$ cat src/rtl/mem_arbiter_pkg.sv
// Shared types and widths for the IF/LS Wishbone arbiter.
package mem_arbiter_pkg;

  typedef enum logic [1:0] {ARB_IDLE, ARB_REQUEST, ARB_WAIT_ACK} mem_arb_state_t;

  localparam logic OWNER_IF = 1'b0;
  localparam logic OWNER_LS = 1'b1;

  localparam int unsigned WB_AW = 32;
  localparam int unsigned WB_DW = 32;
  localparam int unsigned WB_SW = WB_DW / 8;

  function automatic int unsigned cnt_width(input int unsigned max_count);
    return (max_count < 2) ? 1 : $clog2(max_count + 1);
  endfunction

endpackage

$ cat src/rtl/mem_arbiter_if.sv
// Pipelined Wishbone B4 bundle; names are seen from the arbiter (master) side.
interface mem_arbiter_if;
  import mem_arbiter_pkg::*;

  logic [WB_AW-1:0] wb_adr_o;
  logic [WB_DW-1:0] wb_dat_o;
  logic             wb_we_o;
  logic [WB_SW-1:0] wb_sel_o;
  logic             wb_stb_o;
  logic             wb_cyc_o;
  logic [WB_DW-1:0] wb_dat_i;
  logic             wb_ack_i;
  logic             wb_stall_i;
  logic             wb_err_i;

  modport master (
    output wb_adr_o, wb_dat_o, wb_we_o, wb_sel_o, wb_stb_o, wb_cyc_o,
    input  wb_dat_i, wb_ack_i, wb_stall_i, wb_err_i
  );

  modport slave (
    input  wb_adr_o, wb_dat_o, wb_we_o, wb_sel_o, wb_stb_o, wb_cyc_o,
    output wb_dat_i, wb_ack_i, wb_stall_i, wb_err_i
  );

endinterface

$ cat src/rtl/mem_arbiter.sv
// Fixed-priority (LS over IF) arbiter for one Wishbone master port; registered outputs, stb held while stalled.
// Define MEM_ARB_TIMEOUT_EN to abort a bus cycle with err after TIMEOUT_CYCLES without a response.
module mem_arbiter
  import mem_arbiter_pkg::*;
#(
  parameter int unsigned TIMEOUT_CYCLES = 255
) (
  input  logic             clk_i,
  input  logic             rst_ni,
  input  logic             if_req_i,
  input  logic [WB_AW-1:0] if_addr_i,
  output logic             if_ack_o,
  output logic             if_err_o,
  output logic [WB_DW-1:0] if_data_o,
  input  logic             ls_req_i,
  input  logic             ls_we_i,
  input  logic [WB_SW-1:0] ls_sel_i,
  input  logic [WB_AW-1:0] ls_addr_i,
  input  logic [WB_DW-1:0] ls_data_i,
  output logic             ls_ack_o,
  output logic             ls_err_o,
  output logic [WB_DW-1:0] ls_data_o,
  mem_arbiter_if.master    wb
);

  mem_arb_state_t   r_state, w_state_nxt;
  logic             r_owner, w_owner_nxt;
  logic [WB_AW-1:0] r_adr, w_adr_nxt;
  logic [WB_DW-1:0] r_dat, w_dat_nxt;
  logic             r_we, w_we_nxt;
  logic [WB_SW-1:0] r_sel, w_sel_nxt;
  logic             r_stb, w_stb_nxt;
  logic             r_cyc, w_cyc_nxt;
  logic             r_if_ack, w_if_ack_nxt, r_if_err, w_if_err_nxt;
  logic             r_ls_ack, w_ls_ack_nxt, r_ls_err, w_ls_err_nxt;
  logic [WB_DW-1:0] r_if_data, w_if_data_nxt, r_ls_data, w_ls_data_nxt;
  logic             w_if_req, w_ls_req, w_bus_resp, w_timeout, w_done, w_done_err;

  // A requester whose completion pulse is high right now may not have dropped req yet.
  assign w_if_req   = if_req_i & ~(r_if_ack | r_if_err);
  assign w_ls_req   = ls_req_i & ~(r_ls_ack | r_ls_err);
  assign w_bus_resp = (((r_state == ARB_REQUEST) && !wb.wb_stall_i) || (r_state == ARB_WAIT_ACK))
                      && (wb.wb_ack_i || wb.wb_err_i);
  assign w_done     = w_bus_resp || w_timeout;
  assign w_done_err = (w_bus_resp && wb.wb_err_i) || w_timeout;

`ifdef MEM_ARB_TIMEOUT_EN
  localparam int unsigned CNT_W = cnt_width(TIMEOUT_CYCLES);
  logic [CNT_W-1:0] r_cnt, w_cnt_nxt;
  logic             w_busy;

  assign w_busy    = (r_state == ARB_REQUEST) || (r_state == ARB_WAIT_ACK);
  assign w_timeout = w_busy && !w_bus_resp && (r_cnt == CNT_W'(TIMEOUT_CYCLES));

  always_comb begin
    w_cnt_nxt = r_cnt;
    if (r_state == ARB_IDLE) begin
      if (w_if_req || w_ls_req) w_cnt_nxt = '0;
    end else if (w_busy && !w_done) begin
      w_cnt_nxt = r_cnt + CNT_W'(1);
    end
  end

  always_ff @(posedge clk_i) begin
    if (!rst_ni) r_cnt <= '0;
    else         r_cnt <= w_cnt_nxt;
  end
`else
  logic w_unused_timeout;
  assign w_unused_timeout = (TIMEOUT_CYCLES == 0);
  assign w_timeout        = 1'b0;
`endif

  always_comb begin
    w_state_nxt   = r_state;
    w_owner_nxt   = r_owner;
    w_adr_nxt     = r_adr;
    w_dat_nxt     = r_dat;
    w_we_nxt      = r_we;
    w_sel_nxt     = r_sel;
    w_stb_nxt     = r_stb;
    w_cyc_nxt     = r_cyc;
    w_if_ack_nxt  = 1'b0;
    w_if_err_nxt  = 1'b0;
    w_ls_ack_nxt  = 1'b0;
    w_ls_err_nxt  = 1'b0;
    w_if_data_nxt = '0;
    w_ls_data_nxt = '0;
    case (r_state)
      ARB_IDLE: begin
        if (w_ls_req || w_if_req) begin
          w_state_nxt = ARB_REQUEST;
          w_cyc_nxt   = 1'b1;
          w_stb_nxt   = 1'b1;
          if (w_ls_req) begin
            w_owner_nxt = OWNER_LS;
            w_adr_nxt   = ls_addr_i;
            w_dat_nxt   = ls_data_i;
            w_we_nxt    = ls_we_i;
            w_sel_nxt   = ls_sel_i;
          end else begin
            w_owner_nxt = OWNER_IF;
            w_adr_nxt   = if_addr_i;
            w_dat_nxt   = '0;
            w_we_nxt    = 1'b0;
            w_sel_nxt   = '1;
          end
        end
      end
      ARB_REQUEST, ARB_WAIT_ACK: begin
        if (w_done) begin
          w_state_nxt = ARB_IDLE;
          w_cyc_nxt   = 1'b0;
          w_stb_nxt   = 1'b0;
          if (r_owner == OWNER_IF) begin
            w_if_err_nxt = w_done_err;
            w_if_ack_nxt = !w_done_err;
            if (!w_done_err) w_if_data_nxt = wb.wb_dat_i;
          end else begin
            w_ls_err_nxt = w_done_err;
            w_ls_ack_nxt = !w_done_err;
            if (!w_done_err && !r_we) w_ls_data_nxt = wb.wb_dat_i;
          end
        end else if ((r_state == ARB_REQUEST) && !wb.wb_stall_i) begin
          w_stb_nxt   = 1'b0;
          w_state_nxt = ARB_WAIT_ACK;
        end
      end
      default: begin
        w_state_nxt = ARB_IDLE;
        w_cyc_nxt   = 1'b0;
        w_stb_nxt   = 1'b0;
      end
    endcase
  end

  always_ff @(posedge clk_i) begin
    if (!rst_ni) begin
      r_state   <= ARB_IDLE;
      r_owner   <= OWNER_IF;
      r_adr     <= '0;
      r_dat     <= '0;
      r_we      <= 1'b0;
      r_sel     <= '0;
      r_stb     <= 1'b0;
      r_cyc     <= 1'b0;
      r_if_ack  <= 1'b0;
      r_if_err  <= 1'b0;
      r_ls_ack  <= 1'b0;
      r_ls_err  <= 1'b0;
      r_if_data <= '0;
      r_ls_data <= '0;
    end else begin
      r_state   <= w_state_nxt;
      r_owner   <= w_owner_nxt;
      r_adr     <= w_adr_nxt;
      r_dat     <= w_dat_nxt;
      r_we      <= w_we_nxt;
      r_sel     <= w_sel_nxt;
      r_stb     <= w_stb_nxt;
      r_cyc     <= w_cyc_nxt;
      r_if_ack  <= w_if_ack_nxt;
      r_if_err  <= w_if_err_nxt;
      r_ls_ack  <= w_ls_ack_nxt;
      r_ls_err  <= w_ls_err_nxt;
      r_if_data <= w_if_data_nxt;
      r_ls_data <= w_ls_data_nxt;
    end
  end

  assign wb.wb_adr_o = r_adr;
  assign wb.wb_dat_o = r_dat;
  assign wb.wb_we_o  = r_we;
  assign wb.wb_sel_o = r_sel;
  assign wb.wb_stb_o = r_stb;
  assign wb.wb_cyc_o = r_cyc;
  assign if_ack_o    = r_if_ack;
  assign if_err_o    = r_if_err;
  assign if_data_o   = r_if_data;
  assign ls_ack_o    = r_ls_ack;
  assign ls_err_o    = r_ls_err;
  assign ls_data_o   = r_ls_data;

endmodule

$ cat src/flat_wrapper.sv
// flat-port wrapper written by rule: the top's interface ports become plain ports
module mem_arbiter_flat import mem_arbiter_pkg::*;
#(
  parameter int unsigned TIMEOUT_CYCLES = 255
)
  (clk_i, rst_ni, if_req_i, if_addr_i, if_ack_o, if_err_o, if_data_o, ls_req_i, ls_we_i, ls_sel_i, ls_addr_i, ls_data_i, ls_ack_o, ls_err_o, ls_data_o, wb_wb_adr_o, wb_wb_dat_o, wb_wb_we_o, wb_wb_sel_o, wb_wb_stb_o, wb_wb_cyc_o, wb_wb_dat_i, wb_wb_ack_i, wb_wb_stall_i, wb_wb_err_i);
  mem_arbiter_if wb_i ();
  input  logic clk_i;
  input  logic rst_ni;
  input  logic if_req_i;
  input  logic [WB_AW-1:0] if_addr_i;
  output logic if_ack_o;
  output logic if_err_o;
  output logic [WB_DW-1:0] if_data_o;
  input  logic ls_req_i;
  input  logic ls_we_i;
  input  logic [WB_SW-1:0] ls_sel_i;
  input  logic [WB_AW-1:0] ls_addr_i;
  input  logic [WB_DW-1:0] ls_data_i;
  output logic ls_ack_o;
  output logic ls_err_o;
  output logic [WB_DW-1:0] ls_data_o;
  output wire logic [$bits(wb_i.wb_adr_o)-1:0] wb_wb_adr_o;
  output wire logic [$bits(wb_i.wb_dat_o)-1:0] wb_wb_dat_o;
  output wire logic [$bits(wb_i.wb_we_o)-1:0] wb_wb_we_o;
  output wire logic [$bits(wb_i.wb_sel_o)-1:0] wb_wb_sel_o;
  output wire logic [$bits(wb_i.wb_stb_o)-1:0] wb_wb_stb_o;
  output wire logic [$bits(wb_i.wb_cyc_o)-1:0] wb_wb_cyc_o;
  input wire logic [$bits(wb_i.wb_dat_i)-1:0] wb_wb_dat_i;
  input wire logic [$bits(wb_i.wb_ack_i)-1:0] wb_wb_ack_i;
  input wire logic [$bits(wb_i.wb_stall_i)-1:0] wb_wb_stall_i;
  input wire logic [$bits(wb_i.wb_err_i)-1:0] wb_wb_err_i;
  assign wb_wb_adr_o = wb_i.wb_adr_o;
  assign wb_wb_dat_o = wb_i.wb_dat_o;
  assign wb_wb_we_o = wb_i.wb_we_o;
  assign wb_wb_sel_o = wb_i.wb_sel_o;
  assign wb_wb_stb_o = wb_i.wb_stb_o;
  assign wb_wb_cyc_o = wb_i.wb_cyc_o;
  assign wb_i.wb_dat_i = wb_wb_dat_i;
  assign wb_i.wb_ack_i = wb_wb_ack_i;
  assign wb_i.wb_stall_i = wb_wb_stall_i;
  assign wb_i.wb_err_i = wb_wb_err_i;
  mem_arbiter #(.TIMEOUT_CYCLES(TIMEOUT_CYCLES)) u_core (.clk_i(clk_i), .rst_ni(rst_ni), .if_req_i(if_req_i), .if_addr_i(if_addr_i), .if_ack_o(if_ack_o), .if_err_o(if_err_o), .if_data_o(if_data_o), .ls_req_i(ls_req_i), .ls_we_i(ls_we_i), .ls_sel_i(ls_sel_i), .ls_addr_i(ls_addr_i), .ls_data_i(ls_data_i), .ls_ack_o(ls_ack_o), .ls_err_o(ls_err_o), .ls_data_o(ls_data_o), .wb(wb_i));
endmodule
$ cat config.mk
export PLATFORM = sky130hd
export DESIGN_NAME = mem_arbiter_flat
export DESIGN_NICKNAME = d
export VERILOG_FILES = /design/src/rtl/mem_arbiter_pkg.sv /design/src/rtl/mem_arbiter_if.sv /design/src/rtl/mem_arbiter.sv /design/src/flat_wrapper.sv
export SDC_FILE = /design/constraint.sdc
export NUM_CORES = 1
export LEC_CHECK = 0
export BUFFER_PORTS_ARGS = -buffer_cell sky130_fd_sc_hd__buf_4
export CORE_UTILIZATION = 35
export CTS_CLUSTER_SIZE = 28
export DETAILED_ROUTE_END_ITERATION = 6
export PLACE_DENSITY = 0.68
export SETUP_SLACK_MARGIN = 0.4
export SLEW_MARGIN = 5
export SYNTH_ARGS = -nofsm -noshare
export SYNTH_HDL_FRONTEND = slang
export SYNTH_SLANG_ARGS = --single-unit
$ cat constraint.sdc
create_clock -name clk_i -period 1.5 [get_ports clk_i]
set_input_delay 0.075 -clock clk_i [delete_from_list [all_inputs] [get_ports clk_i]]
set_output_delay 0.075 -clock clk_i [all_outputs]
set_load 0.01 [all_outputs]
# == Word level (Yosys, flattened, before mapping) ==
# Index checks and enable logic that the tools add are counted.
# W data, S select, Z words.
# op_classes
mux,15
bitwise,9
n_eq_ne,5
n_reduce_logical,19
# ops
cell,n
$mux W32,2
$mux W1,6
$mux W2,3
$reduce_and A2 Y1,3
$not A1 Y1,5
$reduce_and A5 Y1,1
$reduce_or A5 Y1,1
$logic_and A1 B1 Y1,4
$mux W4,1
$ne A2 B1 Y1 const B,2
$pmux W1 S2,2
$pmux W2 S2,1
$reduce_and A4 Y1,1
$reduce_or A4 Y1,1
$logic_not A1 Y1,3
$logic_or A1 B1 Y1,3
$ne A3 B1 Y1 const B,1
$and A1 B1 Y1,2
$eq A2 B1 Y1 const B,1
$eq A2 B2 Y1 const B,1
$logic_not A2 Y1,1
$or A1 B1 Y1,2
$reduce_or A2 Y1,1
# word_totals
input_bits,140
register_bits,142
output_inout_bits,139
wordCells,62

# == Logic depth before layout (Yosys ltp) ==
# logic_depth
depth_word,8
mapped_depth,8
mapped_depth_nobuf,6

# == Worst setup path before layout ==
# OpenSTA, ideal clock, no wires.
# synth_path
path_type,reg2reg
start,register u_core.r_state[0]
end,register u_core.r_adr[11] (netlist: u_core.wb.wb_adr_o[11])
path_stages_with_launch,8
arrival_time_ns,1.480
period_less_slack_ns,1.596
setup_ns,0.116
setup_slack_ns,-0.096
required_ns,1.384
n_path_buf,3
path_cell_list,dfxtp_1 > inv_1 > ha_1 > clkbuf_1 > o21a_1 > buf_2 > buf_4 > o211a_1
# synth_via
elab_chain_len,2
# synth_lines
item,line,source
"start, declared",mem_arbiter.sv:26,"mem_arb_state_t r_state, w_state_nxt;"
"start signal, assigned",mem_arbiter.sv:154,r_state <= w_state_nxt;
$logic_not A2 Y1,mem_arbiter.sv:89,case (r_state)
$reduce_and A2 Y1 (no source line),n/a,
"end signal, assigned",mem_arbiter.sv:156,r_adr <= w_adr_nxt;
"end, declared",mem_arbiter.sv:28,"logic [WB_AW-1:0] r_adr, w_adr_nxt;"
# No other way between the ends.
# A chain may end at the register's enable or synchronous reset.

# == Worst setup path after layout ==
# layout_path
start,register u_core.r_state[1]
end,register u_core.r_if_data[12] (netlist: u_core.if_data_o[12])
# layout_via
elab_chain_len,6
elab_cells_between_ends,10
classes_between,eq/ne: 2; bitwise: 2; reduce/logical: 6
# layout_lines
item,line,source
$eq A2 B1 Y1,"mem_arbiter.sv:42, mem_arbiter.sv:89",
$logic_and A1 B1 Y1,mem_arbiter.sv:42,assign w_bus_resp = (((r_state == ARB_REQUEST) && !wb.wb_stall_i) || (r_state == ARB_WAIT_ACK))
$logic_or A1 B1 Y1,mem_arbiter.sv:42,
$logic_and A1 B1 Y1,mem_arbiter.sv:43,&& (wb.wb_ack_i || wb.wb_err_i);
$logic_and A1 B1 Y1 or $not A1 Y1 (tied branches),n/a,
$reduce_or A5 Y1 (no source line) *,n/a,
"end signal, assigned",mem_arbiter.sv:166,r_if_data <= w_if_data_nxt;
"end, declared",mem_arbiter.sv:36,"logic [WB_DW-1:0] r_if_data, w_if_data_nxt, r_ls_data, w_ls_data_nxt;"
# Mark *: on every way between the ends. The rest lies on a longest branch, timed or not.

==> flow_summary_export.csv <==
group,metric,value,unit
power_and_ir_drop,ir_worst_vdd,0.000868,V
floorplan,die_x,121,um
route,final_antenna_net_count,0,
timing,rsz0062_at_grt,"yes",
cts,cts_buffers,17,
floorplan,core,0.0135,mm2
logic_synthesis,synth.top_cell.area_share,0.573,
timing,fin_worst_skew,8.09,ps
logic_synthesis,avgSynthCellArea,11.1,um2
critical_path,startpoint_type,"flip-flop",
power_and_ir_drop,leakage,4.71,nW
cts,cts.sinks,141,
logic_synthesis,synth_top_cells_by_count,"dfxtp_1, and2_1, nor2b_1",
min_path,hold_class,"in2reg",
logic_synthesis,synthFlopType,"dfxtp_1",
floorplan,ios,279,
route,drt_iter0_drc,199,
job,max_cap_violations,0,
timing,period_share,1.01,
route,avgViaCountPerCell,4.75,
logic_synthesis,ys_ff_latch,141,
logic_synthesis,synth_adder_area_share,0.0102,
timing,setup_slack,-17.5,ps
timing,hold_viol_final,0,
power_and_ir_drop,power.total,0.0141,W
logic_synthesis,synth-xor-area-share,0,
critical_path,crit_chain,"inv_4 -> ha_4 -> nor2b_4 -> o21ai_4 -> nor3_4 -> buf_6 -> clkbuf_16 -> and2_4",
global_routing,grt_max_degree,74,
cts,cts_htree_levels,4,
logic_synthesis,synth_top_family_by_area,"simple AND/OR/NAND/NOR gates",
critical_path,cp_slowest_cell,"dfxtp_4",
route,routed_wl,17400,um
timing,worst_pin_slew,401,ps
placed_design,numPortBuffers,278,
logic_synthesis,synth-edff-count,0,
critical_path,max_stage_delay,370,ps
cts,tritoncts,"built",
placed_design,hpwl,10000,um
logic_synthesis,syn_inst,443,
floorplan,rows,42,
placed_design,gp_congestion,0.734,
logic_synthesis,yosysWarnings,0,
route,wl_per_cell,17.2,um
cts,clkSlewWorstSetupHoldPaths,60,ps
logic_synthesis,yosys.area_share.simple,0.173,
cells_and_area,drive_gt1_frac,0.547,
logic_synthesis,synth_top_area_cell,"dfxtp_1",
cts,clk_latency,410,ps
cts,clk_root_buffer_cell,"clkbuf_16",
timing,drv_slew,0,
route,drc,0,
cts,clock_path_buffers,2,
logic_synthesis,yosysMostFrequentCell,"dfxtp_1",
floorplan,die_area,0.0146,mm2
timing,period_needed,1520,ps
logic_synthesis,synthArstFlopShare,0,
floorplan,initial_core_util,0.365,
critical_path,critical_path_peak_fanout,8,
logic_synthesis,synth.distinct_cells,29,
cells_and_area,nets,968,
global_routing,grt_pass1_wl,23300,um
route,vias,4803,
logic_synthesis,syn-cell-area,0.00493,mm2
critical_path,crit_required,1810,ps
route,drtPass1Iterations,6,
cells_and_area,utilization,0.717,
global_routing,antenna_found_initial,0,
global_routing,grt_pass1_vias,4642,
timing,setup_viol,24,
critical_path,critPathKind,"reg2reg",
power_and_ir_drop,powerDensity,1460,mW/mm2
cells_and_area,n_antenna_cell,0,
global_routing,grt_use_total,0.209,
logic_synthesis,synth_compound_area_frac,0.140,
logic_synthesis,synth_seq_area_share,0.573,
floorplan,die_h,121,um
timing,max_freq,659,MHz
critical_path,crit_path_end_kind,"flip-flop",
timing,slew_headroom,0.731,
global_routing,grt_overflow,0,
outcome,status,"finished, violations left",
outcome,violations,"negative setup slack",
logic_synthesis,syn_nets,587,
cells_and_area,areaGrowthSynthToFinish,96.6,%
logic_synthesis,muxShareOfSynthArea,0.0670,
logic_synthesis,synth.area.top_cells,"dfxtp_1, and2_1, mux2i_1",
critical_path,cp_data_arrival_time,1820,ps
-- through the flow --
stage / setup WS [ps] / instances / TNS [ps] / hold WS [ps] / instance area [um2]
after floorplan: 96.2 / 443 / 0 / 197 / 5310
after global placement: -8.50 / 878 / -8.50 / 284 / 7580
after detailed placement: -40.3 / 878 / -60.9 / 289 / 7580
after CTS: 24.6 / 993 / 0 / -3.69 / 9130
after global routing: -77.5 / 1012 / -5160 / 0.447 / 9690
final: -17.5 / 1012 / -216 / 7.27 / 9690
-- routing by layer --
layer / vias up / GRT usage / part of all wire
li1: 2296 / - / -
met1: 2250 / 0.222 / 0.39
met2: 214 / 0.367 / 0.51
met3: 43 / 0.0778 / 0.072
met4: 0 / 0.0972 / 0.030
met5: - / 0 / 0
-- flip-flops by register name (all words and copies together) (netlist names), 2 cells and up --
| signal | cells |
|---|---|
| u_core.wb.wb_sel_o | 4 |
| u_core.if_data_o | 32 |
| u_core.wb.wb_dat_o | 32 |
| u_core.wb.wb_adr_o | 32 |
| u_core.ls_data_o | 32 |
| u_core.r_state | 2 |
-- final timing paths --
| kind | from | to | slack, ps | cells past startpoint |
|---|---|---|---|---|
| setup / recovery | u_core.r_state[1] | u_core.if_data_o[12] | -20 | 8 |
| hold / removal | ls_addr_i[24] | u_core.wb.wb_adr_o[24] | 7 | 4 |
| setup reg to reg | u_core.r_state[1] | u_core.if_data_o[12] | -20 | 8 |
| hold reg to reg | u_core.wb.wb_adr_o[24] | u_core.wb.wb_adr_o[24] | 500 | 1 |
-- where the power goes --
group,switching [W],leakage [nW],internal (W)
Combinational,0.00225,3.25,0.00296
Sequential,0.000354,1.15,0.00426
Clock,0.00161,0.297,0.00272
-- cell type report --
cell class              instances  area (um2)
clock inverters                11         159
well taps                     176         220
flip-flops and latches        141        2840
repair buffers                395        3600
fillers                       929        3820
inverters                       2        12.5
multi-input cells             267        2410
clock buffers                  20         457
-- cell usage in the layout (no fill, tap or decap), types with 2 or more instances in the layout --
cell type and count:
clkinv_4 5, o221a_4 4, clkbuf_8 2, nor2b_1 34, nor3b_4 2, o211a_1 33, nand2_1 32, buf_8 2
buf_12 10, nor3_4 2, buf_16 3, nor2_1 3, buf_4 287, dfxtp_4 2, clkbuf_16 30, buf_6 6
dlygate4sd3_1 73, and2_1 33, ha_4 3, dfxtp_2 5, mux2i_1 32, a21oi_2 3, o21ai_4 3, inv_6 2
inv_4 2, bufinv_16 3, and2_4 32, a22oi_2 33, dfxtp_1 134
-- worst max-delay path, delay by kind of cell (launching register included) --
family / cells / cell delay (ps)
AO/OA/AOI/OAI: 1 / 200
adder cells (fa/ha/maj): 1 / 150
buffers and inverters: 3 / 360
flip-flops: 1 / 370
AND/OR/NAND/NOR: 3 / 330
-- cell families (layout without fill, tap and decap cells) --
group                    count (synthesis)  after routing
AND/OR/NAND/NOR                        149            149
flip-flops                             141            141
AO/OA/AOI/OAI                           81             81
buffers and inverters                   35            428
multiplexers                            33             33
adder cells (fa/ha/maj)                  4              4
-- what timing repair did --
item,CTS,global route
gates cloned,4,15
buffers inserted,7,4
resized for setup,19,55
setup endpoints to repair,141,144
hold buffers,73,0
pin swaps,4,55
endpoints found under the hold margin,107,0
No activity file was read; power rests on OpenSTA's default activity.
